==> config.mk <==
export PLATFORM = sky130hd
export DESIGN_NAME = latch_pair_monitor_flat
export DESIGN_NICKNAME = d
export VERILOG_FILES = /design/src/rtl/latch_pair_monitor_pkg.sv /design/src/rtl/latch_pair_monitor_if.sv /design/src/rtl/latch_pair_monitor_sync_chain.sv /design/src/rtl/latch_pair_monitor.sv /design/src/flat_wrapper.sv
export SDC_FILE = /design/constraint.sdc
export NUM_CORES = 1
export LEC_CHECK = 0
export BUFFER_PORTS_ARGS = -buffer_cell sky130_fd_sc_hd__buf_2
export CAP_MARGIN = 5
export CORE_MARGIN = 4
export CORE_UTILIZATION = 55
export CTS_CLUSTER_SIZE = 40
export DETAILED_ROUTE_END_ITERATION = 6
export GPL_TIMING_DRIVEN = 0
export PLACE_DENSITY_LB_ADDON = 0.15
export SLEW_MARGIN = 10
export SYNTH_ARGS = -nofsm -noshare
export SYNTH_HDL_FRONTEND = slang
export SYNTH_SLANG_ARGS = --single-unit
==> constraint.sdc <==
create_clock -name clk -period 2.6 [get_ports clk]
set_clock_uncertainty 0.15 [all_clocks]
set_input_delay 0.39 -clock clk [delete_from_list [all_inputs] [get_ports clk]]
set_output_delay 0.39 -clock clk [all_outputs]
set_load 0.005 [all_outputs]
==> src/rtl/latch_pair_monitor_pkg.sv <==
// latch_mon_pkg: shared state encoding, run-counter width and saturating increment for latch_pair_monitor
package latch_mon_pkg;
  typedef enum logic [1:0] {INIT = 2'b00, TRACK = 2'b01, FAULT = 2'b10} state_t;
  localparam int RUN_W = 4;
  function automatic logic [31:0] sat_inc(input logic [31:0] v, input int w);
    logic [31:0] top;
    top = (w >= 32) ? '1 : ((32'd1 << w) - 32'd1);
    return (v >= top) ? top : v + 32'd1;
  endfunction
endpackage

==> src/rtl/latch_pair_monitor_if.sv <==
// latch_pair_monitor_if: latch rail inputs, clear and monitor status outputs
interface latch_pair_monitor_if import latch_mon_pkg::*; #(parameter int CNT_W = 8);
  logic q_in, p_in, clr;
  logic d_out, valid_out, fault;
  logic [CNT_W-1:0] rise_cnt, fall_cnt, fault_cnt;
  state_t state;
  modport master(output q_in, p_in, clr, input d_out, valid_out, rise_cnt, fall_cnt, fault, fault_cnt, state);
  modport slave(input q_in, p_in, clr, output d_out, valid_out, rise_cnt, fall_cnt, fault, fault_cnt, state);
endinterface

==> src/rtl/latch_pair_monitor_sync_chain.sv <==
// sync_chain: STAGES-deep reset-to-0 synchroniser for one asynchronous rail
module sync_chain #(parameter int STAGES = 2) (
  input  logic clk,
  input  logic rst_n,
  input  logic din,
  output logic dout
);
  logic [STAGES-1:0] ff;
  always_ff @(posedge clk or negedge rst_n)
    if (!rst_n) ff <= '0;
    else ff <= {ff[STAGES-2:0], din};
  assign dout = ff[STAGES-1];
endmodule

==> src/rtl/latch_pair_monitor.sv <==
// latch_pair_monitor: recovers the data bit from a (q,p) latch pair, counts edges, latches illegal q==p faults
// Optional LPM_GLITCH_FILTER_EN: accept a legal pair only when it matched the previous cycle's pair
module latch_pair_monitor import latch_mon_pkg::*; #(
  parameter int SYNC_STAGES  = 2,
  parameter int CNT_W        = 8,
  parameter int FAULT_CYCLES = 3
) (
  input logic clk,
  input logic rst_n,
  latch_pair_monitor_if.slave mon
);
  logic qs, ps, legal, accept;
  state_t st, st_n;
  logic d, d_n, valid, valid_n, fault, fault_n;
  logic [CNT_W-1:0] rise, rise_n, fall, fall_n, fcnt, fcnt_n;
  logic [RUN_W-1:0] run, run_n;
  sync_chain #(.STAGES(SYNC_STAGES)) u_sync_q (.clk(clk), .rst_n(rst_n), .din(mon.q_in), .dout(qs));
  sync_chain #(.STAGES(SYNC_STAGES)) u_sync_p (.clk(clk), .rst_n(rst_n), .din(mon.p_in), .dout(ps));
  assign legal = qs ^ ps;
`ifdef LPM_GLITCH_FILTER_EN
  logic [1:0] prev;
  always_ff @(posedge clk or negedge rst_n)
    if (!rst_n) prev <= '0;
    else prev <= {qs, ps};
  assign accept = legal && (prev == {qs, ps});
`else
  assign accept = legal;
`endif
  always_comb begin
    st_n    = st;
    d_n     = d;
    valid_n = 1'b0;
    rise_n  = rise;
    fall_n  = fall;
    fault_n = fault;
    fcnt_n  = fcnt;
    run_n   = run;
    if (mon.clr) begin
      st_n    = INIT;
      rise_n  = '0;
      fall_n  = '0;
      fault_n = 1'b0;
      fcnt_n  = '0;
      run_n   = '0;
    end else begin
      case (st)
        INIT: if (accept) begin
          st_n    = TRACK;
          d_n     = qs;
          valid_n = 1'b1;
        end
        TRACK: if (accept) begin
          run_n   = '0;
          valid_n = 1'b1;
          if (qs != d) begin
            d_n    = qs;
            rise_n = qs ? CNT_W'(sat_inc(32'(rise), CNT_W)) : rise;
            fall_n = qs ? fall : CNT_W'(sat_inc(32'(fall), CNT_W));
          end
        end else if (!legal) begin
          run_n = run + 1'b1;
          if (run_n >= RUN_W'(FAULT_CYCLES)) begin
            st_n    = FAULT;
            fault_n = 1'b1;
            fcnt_n  = CNT_W'(sat_inc(32'(fcnt), CNT_W));
          end
        end
        default: ;
      endcase
    end
  end
  always_ff @(posedge clk or negedge rst_n)
    if (!rst_n) begin
      st    <= INIT;
      d     <= 1'b0;
      valid <= 1'b0;
      rise  <= '0;
      fall  <= '0;
      fault <= 1'b0;
      fcnt  <= '0;
      run   <= '0;
    end else begin
      st    <= st_n;
      d     <= d_n;
      valid <= valid_n;
      rise  <= rise_n;
      fall  <= fall_n;
      fault <= fault_n;
      fcnt  <= fcnt_n;
      run   <= run_n;
    end
  assign mon.state     = st;
  assign mon.d_out     = d;
  assign mon.valid_out = valid;
  assign mon.rise_cnt  = rise;
  assign mon.fall_cnt  = fall;
  assign mon.fault     = fault;
  assign mon.fault_cnt = fcnt;
endmodule

==> src/flat_wrapper.sv <==
// flat-port wrapper written by rule: the top's interface ports become plain ports
module latch_pair_monitor_flat import latch_mon_pkg::*;
#(
  parameter int SYNC_STAGES  = 2,
  parameter int CNT_W        = 8,
  parameter int FAULT_CYCLES = 3
)
  (clk, rst_n, mon_q_in, mon_p_in, mon_clr, mon_d_out, mon_valid_out, mon_rise_cnt, mon_fall_cnt, mon_fault, mon_fault_cnt, mon_state);
  latch_pair_monitor_if #(.CNT_W(CNT_W)) mon_i ();
  input logic clk;
  input logic rst_n;
  input wire logic [$bits(mon_i.q_in)-1:0] mon_q_in;
  input wire logic [$bits(mon_i.p_in)-1:0] mon_p_in;
  input wire logic [$bits(mon_i.clr)-1:0] mon_clr;
  output wire logic [$bits(mon_i.d_out)-1:0] mon_d_out;
  output wire logic [$bits(mon_i.valid_out)-1:0] mon_valid_out;
  output wire logic [$bits(mon_i.rise_cnt)-1:0] mon_rise_cnt;
  output wire logic [$bits(mon_i.fall_cnt)-1:0] mon_fall_cnt;
  output wire logic [$bits(mon_i.fault)-1:0] mon_fault;
  output wire logic [$bits(mon_i.fault_cnt)-1:0] mon_fault_cnt;
  output wire logic [$bits(mon_i.state)-1:0] mon_state;
  assign mon_i.q_in = mon_q_in;
  assign mon_i.p_in = mon_p_in;
  assign mon_i.clr = mon_clr;
  assign mon_d_out = mon_i.d_out;
  assign mon_valid_out = mon_i.valid_out;
  assign mon_rise_cnt = mon_i.rise_cnt;
  assign mon_fall_cnt = mon_i.fall_cnt;
  assign mon_fault = mon_i.fault;
  assign mon_fault_cnt = mon_i.fault_cnt;
  assign mon_state = mon_i.state;
  latch_pair_monitor #(.SYNC_STAGES(SYNC_STAGES), .CNT_W(CNT_W), .FAULT_CYCLES(FAULT_CYCLES)) u_core (.clk(clk), .rst_n(rst_n), .mon(mon_i));
endmodule
# Yosys cells after proc, flatten, opt, wreduce, memory -nomap -nowiden
# Cells that the tools add are included.
word_totals:
  word_cells: 80
  input_bits: 5
  reg_bits: 37
  output_inout_bits: 29
classes:
  n_mux: 36
  n_eq_ne: 10
  reduce_logical: 14
  magnitude_cmp: 4
  add_sub_neg: 4
  n_bitwise: 2
ops:
  columns: ["cell", "n"]
  rows:
  - ["8-bit 2-to-1 mux", 17]
  - ["8-bit by 1-bit adder with 8-bit output (second input constant)", 3]
  - ["8-bit >= comparator (second input constant)", 3]
  - ["4-bit 2-to-1 mux", 3]
  - ["4-bit AND reduction", 3]
  - ["2-bit nonzero test", 6]
  - ["1-bit 2-to-1 mux", 10]
  - ["2-bit 2-to-1 mux", 4]
  - ["2-bit by 1-bit inequality test with 1-bit output (second input constant)", 3]
  - ["3-bit by 2-bit inequality test with 1-bit output (second input constant)", 2]
  - ["5-bit AND reduction", 1]
  - ["4-bit by 1-bit adder with 4-bit output (second input constant)", 1]
  - ["4-bit by 2-bit >= comparator with 1-bit output (second input constant)", 1]
  - ["2-bit inequality test (second input constant)", 2]
  - ["2-bit case mux with 2 select lines", 1]
  - ["3-bit inequality test (second input constant)", 1]
  - ["3-bit AND reduction", 1]
  - ["3-bit nonzero test", 1]
  - ["2-bit by 1-bit equality test with 1-bit output (second input constant)", 1]
  - ["2-bit logical NOT", 1]
  - ["1-bit case mux with 2 select lines", 1]
  - ["2-bit OR reduction", 1]
  - ["1-bit inequality test", 1]
  - ["1-bit inverter", 1]
  - ["1-bit bitwise XOR", 1]

# Logic depth before layout (Yosys ltp)
# Gate-level depths: netlist of run 1.
depth:
  ltp_word: 7
  depth_mapped: 6
  mapped_depth_nobuf: 6

# Modules after synthesis
# Synthesis of run 1 repeated with hierarchy kept, for this count alone.
hier_totals:
  cells_unflattened: 203
  hier_area_um2: 2033.2
modules_own_cells:
  columns: ["mod", "n_inst", "cells_each", "seq_area_each_um2", "area_each_um2"]
  rows:
  - ["latch_pair_monitor", 1, 199, 825.8, 1933.1]
  - ["sync_chain", 2, 2, 50.0, 50.0]

# Worst setup path before layout of run 1
# OpenSTA, ideal clock, no wires.
synth_path:
  kind: "register -> register"
  start: "register u_core.run[0]"
  end: "register u_core.fcnt[4] (netlist: u_core.mon.fault_cnt[4])"
  required_ns: 2.356
  arrival_ns: 1.654
  setup_slack_ns: 0.702
  stages_incl_launch_ff: 6
  setup_ns: 0.094
  path_buffers: 0
  synth_period_minus_slack_ns: 1.898
  cell_sequence: "dfrtp_1 > ha_1 > and2_4 > a21o_1 > a2111o_1 > a221oi_2"
synth_via:
  elab_chain_cells: 4
synth_rtl:
  columns: ["element", "line", "rtl"]
  rows:
  - ["start: declaration", "latch_pair_monitor.sv:16", "logic [RUN_W-1:0] run, run_n;"]
  - ["start signal: assignment", "latch_pair_monitor.sv:90", "run <= run_n;"]
  - ["4-bit by 1-bit adder with 4-bit output", "latch_pair_monitor.sv:61", "run_n = run + 1'b1;"]
  - ["4-bit by 2-bit >= comparator with 1-bit output", "latch_pair_monitor.sv:62", "if (run_n >= RUN_W'(FAULT_CYCLES)) begin"]
  - ["2-bit nonzero test (no source line)", null, null]
  - ["3-bit AND reduction (no source line)", null, null]
  - ["end signal: assignment", "latch_pair_monitor.sv:89", "fcnt <= fcnt_n;"]
  - ["end: declaration", "latch_pair_monitor.sv:15", "logic [CNT_W-1:0] rise, rise_n, fall, fall_n, fcnt, fcnt_n;"]
# No other way between the ends.
# A chain may end at the register's enable or synchronous reset.

# Final worst setup path of run 1
layout_path:
  start: "register u_core.run[0]"
  end: "register u_core.fcnt[1] (netlist: u_core.mon.fault_cnt[1])"
# The elaborated chain is that of the path after synthesis.

==> results of run 1 <==
==> power by group through the flow <==
stage | logic, mW | clock network [mW] | registers, mW
floorplan | 0.0741 | 0 | 0.629
global placement | 0.121 | 0 | 0.632
detailed placement | 0.124 | 0 | 0.633
CTS | 0.127 | 0.362 | 0.622
global route | 0.144 | 0.380 | 0.627
finish | 0.126 | 0.356 | 0.621
==> state kept, by name, indices dropped and copies added, names as in the netlist <==
signal	cells
u_core.mon.d_out	1
u_core.mon.fall_cnt	8
u_core.mon.fault	1
u_core.mon.fault_cnt	8
u_core.mon.rise_cnt	8
u_core.mon.state	2
u_core.mon.valid_out	1
u_core.run	4
u_core.u_sync_p.ff	2
u_core.u_sync_q.ff	2
==> worst max-delay path, cell delays in order (launching register included) <==
cell and delay (ps):
dfrtp_1 480, ha_1 300, and2_4 170, a21oi_1 410
o21ai_0 260, a211oi_1 310
==> stage by stage <==
step | instances | hold WS (ps)
after floorplan | 210 | -55.6
after global placement | 288 | 182
after detailed placement | 288 | 185
after CTS | 299 | 209
after global routing | 299 | 219
final | 299 | 207
==> final cells by class <==
type                    count  area [sq um]
clock inverters             1          5.00
fillers                   305          1090
plain buffers               7          28.8
repair buffers             35           190
well taps                  46          57.6
clock buffers               7          65.1
multi-input cells         150           990
flip-flops and latches     37           926
inverters                  16          60.1
==> cell families (layout without fill, tap and decap cells) <==
logic type                 after synthesis  after routing  synth area share
AOI/OAI and AO/OA                       67             67             0.241
xor gates and xnor gates                 3              3            0.0169
adders and majority gates                5              5            0.0312
buffers and inverters                   23             66            0.0443
DFF                                     37             37             0.462
muxes                                    2              2            0.0106
and+or+nand+nor                         73             73             0.194
==> synthesized netlist by cell type, drive strengths merged, types with 2 or more instances <==
cell type  number  area, sq um
a2111oi         3         26.3
and4            2         17.5
nor2b           2         12.5
o211ai          5         42.5
inv            16         60.1
nand2          15         56.3
a221oi          5         50.0
a211oi          7         52.6
a311oi          2         17.5
or3             2         12.5
xnor2           2         25.0
buf             2         10.0
a31o            4         35.0
nand2b          2         12.5
nand3           6         30.0
dfrtp          37          926
and2            4         27.5
a41oi           2         17.5
a21o            2         15.0
and3            4         25.0
a21oi          21          105
nor2           18         67.6
nor3            2         10.0
clkbuf          5         18.8
nor4            2         12.5
a31oi           2         12.5
ha              5         62.6
nand4           6         37.5
o21ai           4         20.0
nand3b          2         15.0
==> worst paths after layout <==
path | from | endpoint | cells after the start
setup / recovery | u_core.run[0] | u_core.mon.fault_cnt[1] | 5
hold / removal | u_core.u_sync_q.ff[0] | u_core.u_sync_q.ff[1] | 0
setup reg to reg | u_core.run[0] | u_core.mon.fault_cnt[1] | 5
hold reg to reg | u_core.u_sync_q.ff[0] | u_core.u_sync_q.ff[1] | 0
max in group asynchronous | rst_n | u_core.mon.rise_cnt[5] | 2
min in group asynchronous | rst_n | u_core.mon.fault_cnt[7] | 2
==> routing by layer <==
layer  GRT usage  routed length (um)  vias to the layer above
met2       0.333                2140                       47
met5           0                   0                        -
met4      0.0720                  33                        0
met1       0.279                2070                      833
met3      0.0608                 231                        6
li1            -                   -                      870
==> key figures, run 1 <==
Synth
  • Yosys warns: 0
  • Mean post-synth cell area: about 9.5 sq um
  • Synth Register Bits: 37
  • Primary FF master, synth: dfrtp_1
  • Post-Syn Nets: 220
  • Ys async rst share: 1.00
  • Synth unique cells: 53
  • Seq/Total Area, Yosys: 0.462
  • Mapped Cells: 210
  • Number of synthesized flops with an enable pin: 0
  • Netlist Area Pre-Place: 2000 sq um

Status
  • Status: completed

Worst setup path
  • Kind of critical path: flip-flop to flip-flop
  • Reg2reg setup slack: 440 ps
  • CP startpoint kind: flip-flop
  • Critical path peak fanout: 8
  • Crit path arrival time: 2280 ps
  • Setup crit end kind: flip-flop
  • Worst Path Required: 2720 ps

Clock network
  • H-tree Lvls: 2
  • Setup bufs post-CTS: 0
  • Clk buf depth: 2
  • Reg clk slew, reported paths: 130 ps
  • Number of gates resized after cts: 0
  • CTS root buf: clkbuf_4
  • TritonCTS clock tree: yes
  • CTS Buf Count: 5
  • Sink Count: 37
  • # hold bufs at CTS: 3
  • Clock latency on the worst-skew pair: 360 ps

Floorplan
  • Ports: 34
  • Vert. Die Dim: 68.4 um
  • Die Wd: 68.4 um
  • Site Rows: 21
  • Die ar.: 4670 sq um
  • Core box area: 3420 sq um
  • Initial Util: 0.587

Timing
  • Final period util: 0.831
  • FMAX: around 0.46 GHz
  • Slew Viols, Final: 0
  • RSZ-0062 raised after global routing: no
  • Setup TNS: 0 ps
  • Final setup slack of the worst path: 439 ps
  • Worst Max-Slew Pin Slew: 818 ps
  • Hold Vio Cnt, Final: 0
  • Min Clock Period, post-route: 2160 ps
  • # setup viols final: 0
  • Slew Limit Headroom: 0.455

Finish
  • Synth-to-layout area growth: 15.9%
  • Most common cell after layout, fill and taps aside: dfrtp_1
  • Post-layout nets: about 260
  • Final core utilization: 0.680
  • Layout cell share with drive strength beyond 1: 0.213
  • Commonest cells after routing, fill and taps aside: dfrtp_1, buf_2, a21oi_1
  • Antenna Cells: 0
  • Final instance area: about 2300 sq um

Global route
  • Gr ovfl total: 0
  • First-pass GRT wire length: about 7.4 mm
  • Total track usage: 0.212
  • Largest net degree at the start of global routing: 38
  • Antenna violations before repair: 0
  • Vias in the first global route: 1604

Route
  • Routed vias/inst: 5.87
  • Detailed-route via count: 1756
  • Antenna-violating nets left: 0
  • First-pass DRT Iterations: 5
  • Routed wire length: 4.48 mm
  • Iteration-0 DRC Markers: 156
  • Remaining DRCs: 0
  • DR WL/cell: between 10 and 15 um

Power and ir drop
  • VDD IR max: 0.000466 V
  • Cell Int Power: 803 uW
  • Leak: 1.06 nW
  • Switching pwr: 301 uW
  • Clk pwr share: 0.323
  • Comb pwr share: 0.114
  • Pwr Total: around 1.1 mW
  • Sequential share of power: 0.563
  • Sw frac: 0.272
  • Pwr Density: 475 nW/um^2

Min path
  • Hold Path Class: flip-flop to flip-flop

Placed design
  • PortBufs: 32
  • Routability cong.: 0.860
  • Hpwl dp: 3.11 mm
  • DP Area: around 2200 sq um
  • Place WS: ~490 ps

Job
  • Max cap viols: 0
Note: power is estimated with default switching activity, not from simulation.
==> inputs of run 2 (changes only) <==
--- a/config.mk
+++ b/config.mk
@@ -5,10 +5,11 @@
 export SDC_FILE = /design/constraint.sdc
 export NUM_CORES = 1
 export LEC_CHECK = 0
+export ABC_AREA = 1
 export BUFFER_PORTS_ARGS = -buffer_cell sky130_fd_sc_hd__buf_2
 export CAP_MARGIN = 5
 export CORE_MARGIN = 4
-export CORE_UTILIZATION = 55
+export CORE_UTILIZATION = 50
 export CTS_CLUSTER_SIZE = 40
 export DETAILED_ROUTE_END_ITERATION = 6
 export GPL_TIMING_DRIVEN = 0
==> constraint.sdc (replaced) <==
create_clock -name clk -period 1.75 [get_ports clk]
set_clock_uncertainty 0.15 [all_clocks]
set_input_delay 0.2625 -clock clk [delete_from_list [all_inputs] [get_ports clk]]
set_output_delay 0.2625 -clock clk [all_outputs]
set_load 0.005 [all_outputs]
==> key figures, run 2 <==
Clock network
  • H-tree Lvls: 2 (unchanged)
  • Sink Count: 37 (unchanged)
  • Reg clk slew, reported paths: 70 ps (-60 ps)
  • Clk buf depth: 2 (unchanged)
  • CTS Buf Count: 5 (unchanged)
  • Clock latency on the worst-skew pair: 290 ps (-70 ps)
  • TritonCTS clock tree: yes
  • CTS root buf: clkbuf_8

Power and ir drop
  • Clk pwr share: 0.330 (+0.007)
  • VDD IR max: 0.000508 V (+9.1%)
  • Sequential share of power: 0.541 (-0.022)
  • Pwr Density: 715 nW/um^2 (+51%)
  • Pwr Total: 1.71 mW (+55%)
  • Sw frac: 0.272 (-0.000362)
  • Cell Int Power: 1.24 mW (+55%)
  • Comb pwr share: 0.128 (+0.014)
  • Leak: 1.32 nW (+25%)
  • Switching pwr: 465 uW (+55%)

Timing
  • Setup TNS: 0 ps (unchanged)
  • Final period util: 0.925 (+0.0935)
  • # setup viols final: 0 (unchanged)
  • Worst hold slack: 129 ps (-77.9 ps)
  • RSZ-0062 raised after global routing: no
  • Slew Limit Headroom: 0.467 (+0.0125)
  • Min Clock Period, post-route: 1620 ps (-543 ps)
  • Worst Max-Slew Pin Slew: 799 ps (-18.7 ps)
  • FMAX: 0.618 GHz (+34%)
  • Slew Viols, Final: 0 (unchanged)
  • Hold Vio Cnt, Final: 0 (unchanged)

Worst setup path
  • Critical path's top delay family: simple AND/OR/NAND/NOR gates
  • R2r worst-path depth: 8 (+3)
  • CP startpoint: u_core.run[0]
  • Worst Path Required: 1800 ps (-920 ps)
  • Kind of critical path: flip-flop to flip-flop
  • Setup crit end kind: flip-flop
  • Cell Chain, Critical Path: buf_4 -> inv_1 -> ha_1 -> nor2_1 -> nand2_1 -> nand2_4 -> nand2_1 -> o21ai_0
  • Setup crit end: u_core.mon.fault_cnt[3]
  • Reg2reg setup slack: 130 ps (-310 ps)
  • CP most frequent cell: nand2_1
  • CP startpoint kind: flip-flop
  • Reg2Reg Launch Point: u_core.run[0]
  • Worst path depth: 8 (+3)
  • Reg-to-Reg End: u_core.mon.fault_cnt[3]
  • Slowest-stage cell, CP: dfrtp_1
  • Critical path peak fanout: 7 (-1)
  • Crit path arrival time: 1670 ps (-610 ps)
  • Slowest stage delay, CP: 380 ps (-100 ps)
  • Worst Path Buf+Inv: 2 (+2)

Finish
  • Final core utilization: 0.638 (-0.0415)
  • Commonest cells after routing, fill and taps aside: nand2_1, inv_1, dfrtp_1
  • Synth-to-layout area growth: 19.8%
  • Most common cell after layout, fill and taps aside: nand2_1
  • Antenna Cells: 0 (unchanged)
  • Number of fill cells: 343 (+12%)
  • Post-layout nets: 323 (+23%)
  • Layout cell share with drive strength beyond 1: 0.197 (-0.0160)

Global route
  • Vias in the first global route: 1666 (+3.9%)
  • First-pass GRT wire length: 7.27 mm (-1.4%)
  • Antenna violations before repair: 0 (unchanged)
  • Total track usage: 0.178 (-0.0342)
  • Largest net degree at the start of global routing: 38 (unchanged)
  • Gr ovfl total: 0 (unchanged)

Synth
  • Top-count cell post-synth: nand2_1
  • Top cells by area, synth: dfrtp_1, nand2_1, nand3_1, inv_1, o21ai_0
  • Seq/Total Area, Yosys: 0.464 (+0.00232)
  • Ys async rst share: 1.00 (unchanged)
  • Cell taking the most area after synthesis: dfrtp_1
  • Synth top area share: 0.464 (+0.00232)
  • Mean post-synth cell area: 7.55 sq um (-21%)
  • List of most frequent post-synthesis cells: nand2_1, dfrtp_1, inv_1
  • Post-Syn Nets: 274 (+25%)
  • Number of synthesized flops with an enable pin: 0 (unchanged)
  • Yosys warns: 0 (unchanged)
  • Synth Register Bits: 37 (unchanged)
  • Mapped Cells: 264 (+26%)
  • Netlist Area Pre-Place: 1990 sq um (-0.50%)
  • Synth unique cells: 26 (-51%)
  • Primary FF master, synth: dfrtp_1

Placed design
  • PortBufs: 33 (+3.1%)
  • Routability cong.: 0.846 (-1.6%)
  • Hpwl dp: 3.02 mm (-3.0%)

Route
  • DR WL/cell: 11.8 um (-21%)
  • Top sig layer: met4
  • DR WL met2: 2.01 mm (-6.1%)
  • Remaining DRCs: 0 (unchanged)
  • Detailed-route via count: 1846 (+5.1%)
  • Met3 wire length: 192 um (-17%)
  • Post-Route M1 WL: 2.01 mm (-2.8%)
  • Routed vias/inst: 5.10 (-13%)
  • First-pass DRT Iterations: 4 (-1)
  • Iteration-0 DRC Markers: 101 (-35%)
  • Routed wire length: 4.29 mm (-4.2%)
  • Antenna-violating nets left: 0 (unchanged)

Floorplan
  • Die ar.: 5060 sq um (+8.3%)
  • Core box area: 3740 sq um (+9.6%)
  • Initial Util: 0.533 (-0.0541)
  • Site Rows: 22 (+4.8%)
  • Ports: 34 (unchanged)
  • Vert. Die Dim: 71.2 um (+4.1%)
  • Die Wd: 71.2 um (+4.1%)

Min path
  • Hold Path Class: input pin to flip-flop

Job
  • Max cap viols: 0 (unchanged)

Status
  • Status: completed
-- run 2: cell count changes after synthesis, sizes merged, moves of 5 or more --
cell,delta
clkbuf,-5
nand2,+73
a21oi,-16
nand3,+22
inv,+23
a221oi,-5
a211oi,-7
o21ai,+20
-- run 2: repair_timing --
action / in CTS / in global routing
hold buffers: 3 / 0
endpoints found under the hold margin: 39 / 0
resized for setup: 0 / 4
buffers inserted: 0 / 6
setup endpoints to repair: 0 / 8
-- run 2: worst min path at each step --
stage | from | to | depth (start not counted)
6_report | mon_clr | u_core.mon.fault | 2
4_1_cts | mon_clr | u_core.mon.fault | 2
5_1_grt | mon_clr | u_core.mon.fault | 2
3_3_place_gp | u_core.u_sync_p.ff[0] | u_core.u_sync_p.ff[1] | 0
3_5_place_dp | u_core.u_sync_p.ff[0] | u_core.u_sync_p.ff[1] | 0
2_1_floorplan | rst_n | u_core.mon.d_out | 0
-- run 2: final cells by class --
type                    count  area (sq um)  area share
multi-input cells         186           925       0.387
clock buffers               6          72.6      0.0304
inverters                  40           151      0.0634
well taps                  48          60.1      0.0251
plain buffers               1          5.00     0.00209
clock inverters             2          10.0     0.00419
flip-flops and latches     37           926       0.387
repair buffers             42           240       0.101
-- run 2: per-layer routing --
metal / vias up / track usage
met2: 46 / 0.283
met1: 847 / 0.244
met4: 0 / 0.0564
met3: 7 / 0.0341
met5: - / 0
li1: 946 / -
-- run 2: cells by family after synthesis --
family                     count (synthesis)  synth area share
DFF                                       37             0.464
AOI/OAI and AO/OA                         34            0.0903
and+or+nand+nor                          145             0.327
adders and majority gates                  5            0.0314
buffers and inverters                     41            0.0784
xor gates and xnor gates                   2           0.00878
-- run 2: per-stage QoR --
stage	cell area, sq um	worst slack [ps]	instances
finish	2390	132	362
floorplan	1990	325	264
global route	2390	1.80	362
CTS	2330	51.7	356
detailed placement	2220	82.4	345
global placement	2220	117	345
-- run 2: worst register-to-register path, cell delays in order (launching register included) --
cell     delay, ps
dfrtp_1        380
buf_4          130
inv_1           50
ha_1           190
nor2_1          90
nand2_1        120
nand2_4        130
nand2_1        120
o21ai_0        170
-- run 2: power groups by stage --
stage	combinational [mW]	clock [mW]	sequential (mW)
after global placement	0.193	0	0.942
final	0.219	0.565	0.925
after global routing	0.250	0.625	0.931
after floorplan	0.120	0	0.939
after detailed placement	0.194	0	0.945
after CTS	0.201	0.585	0.928
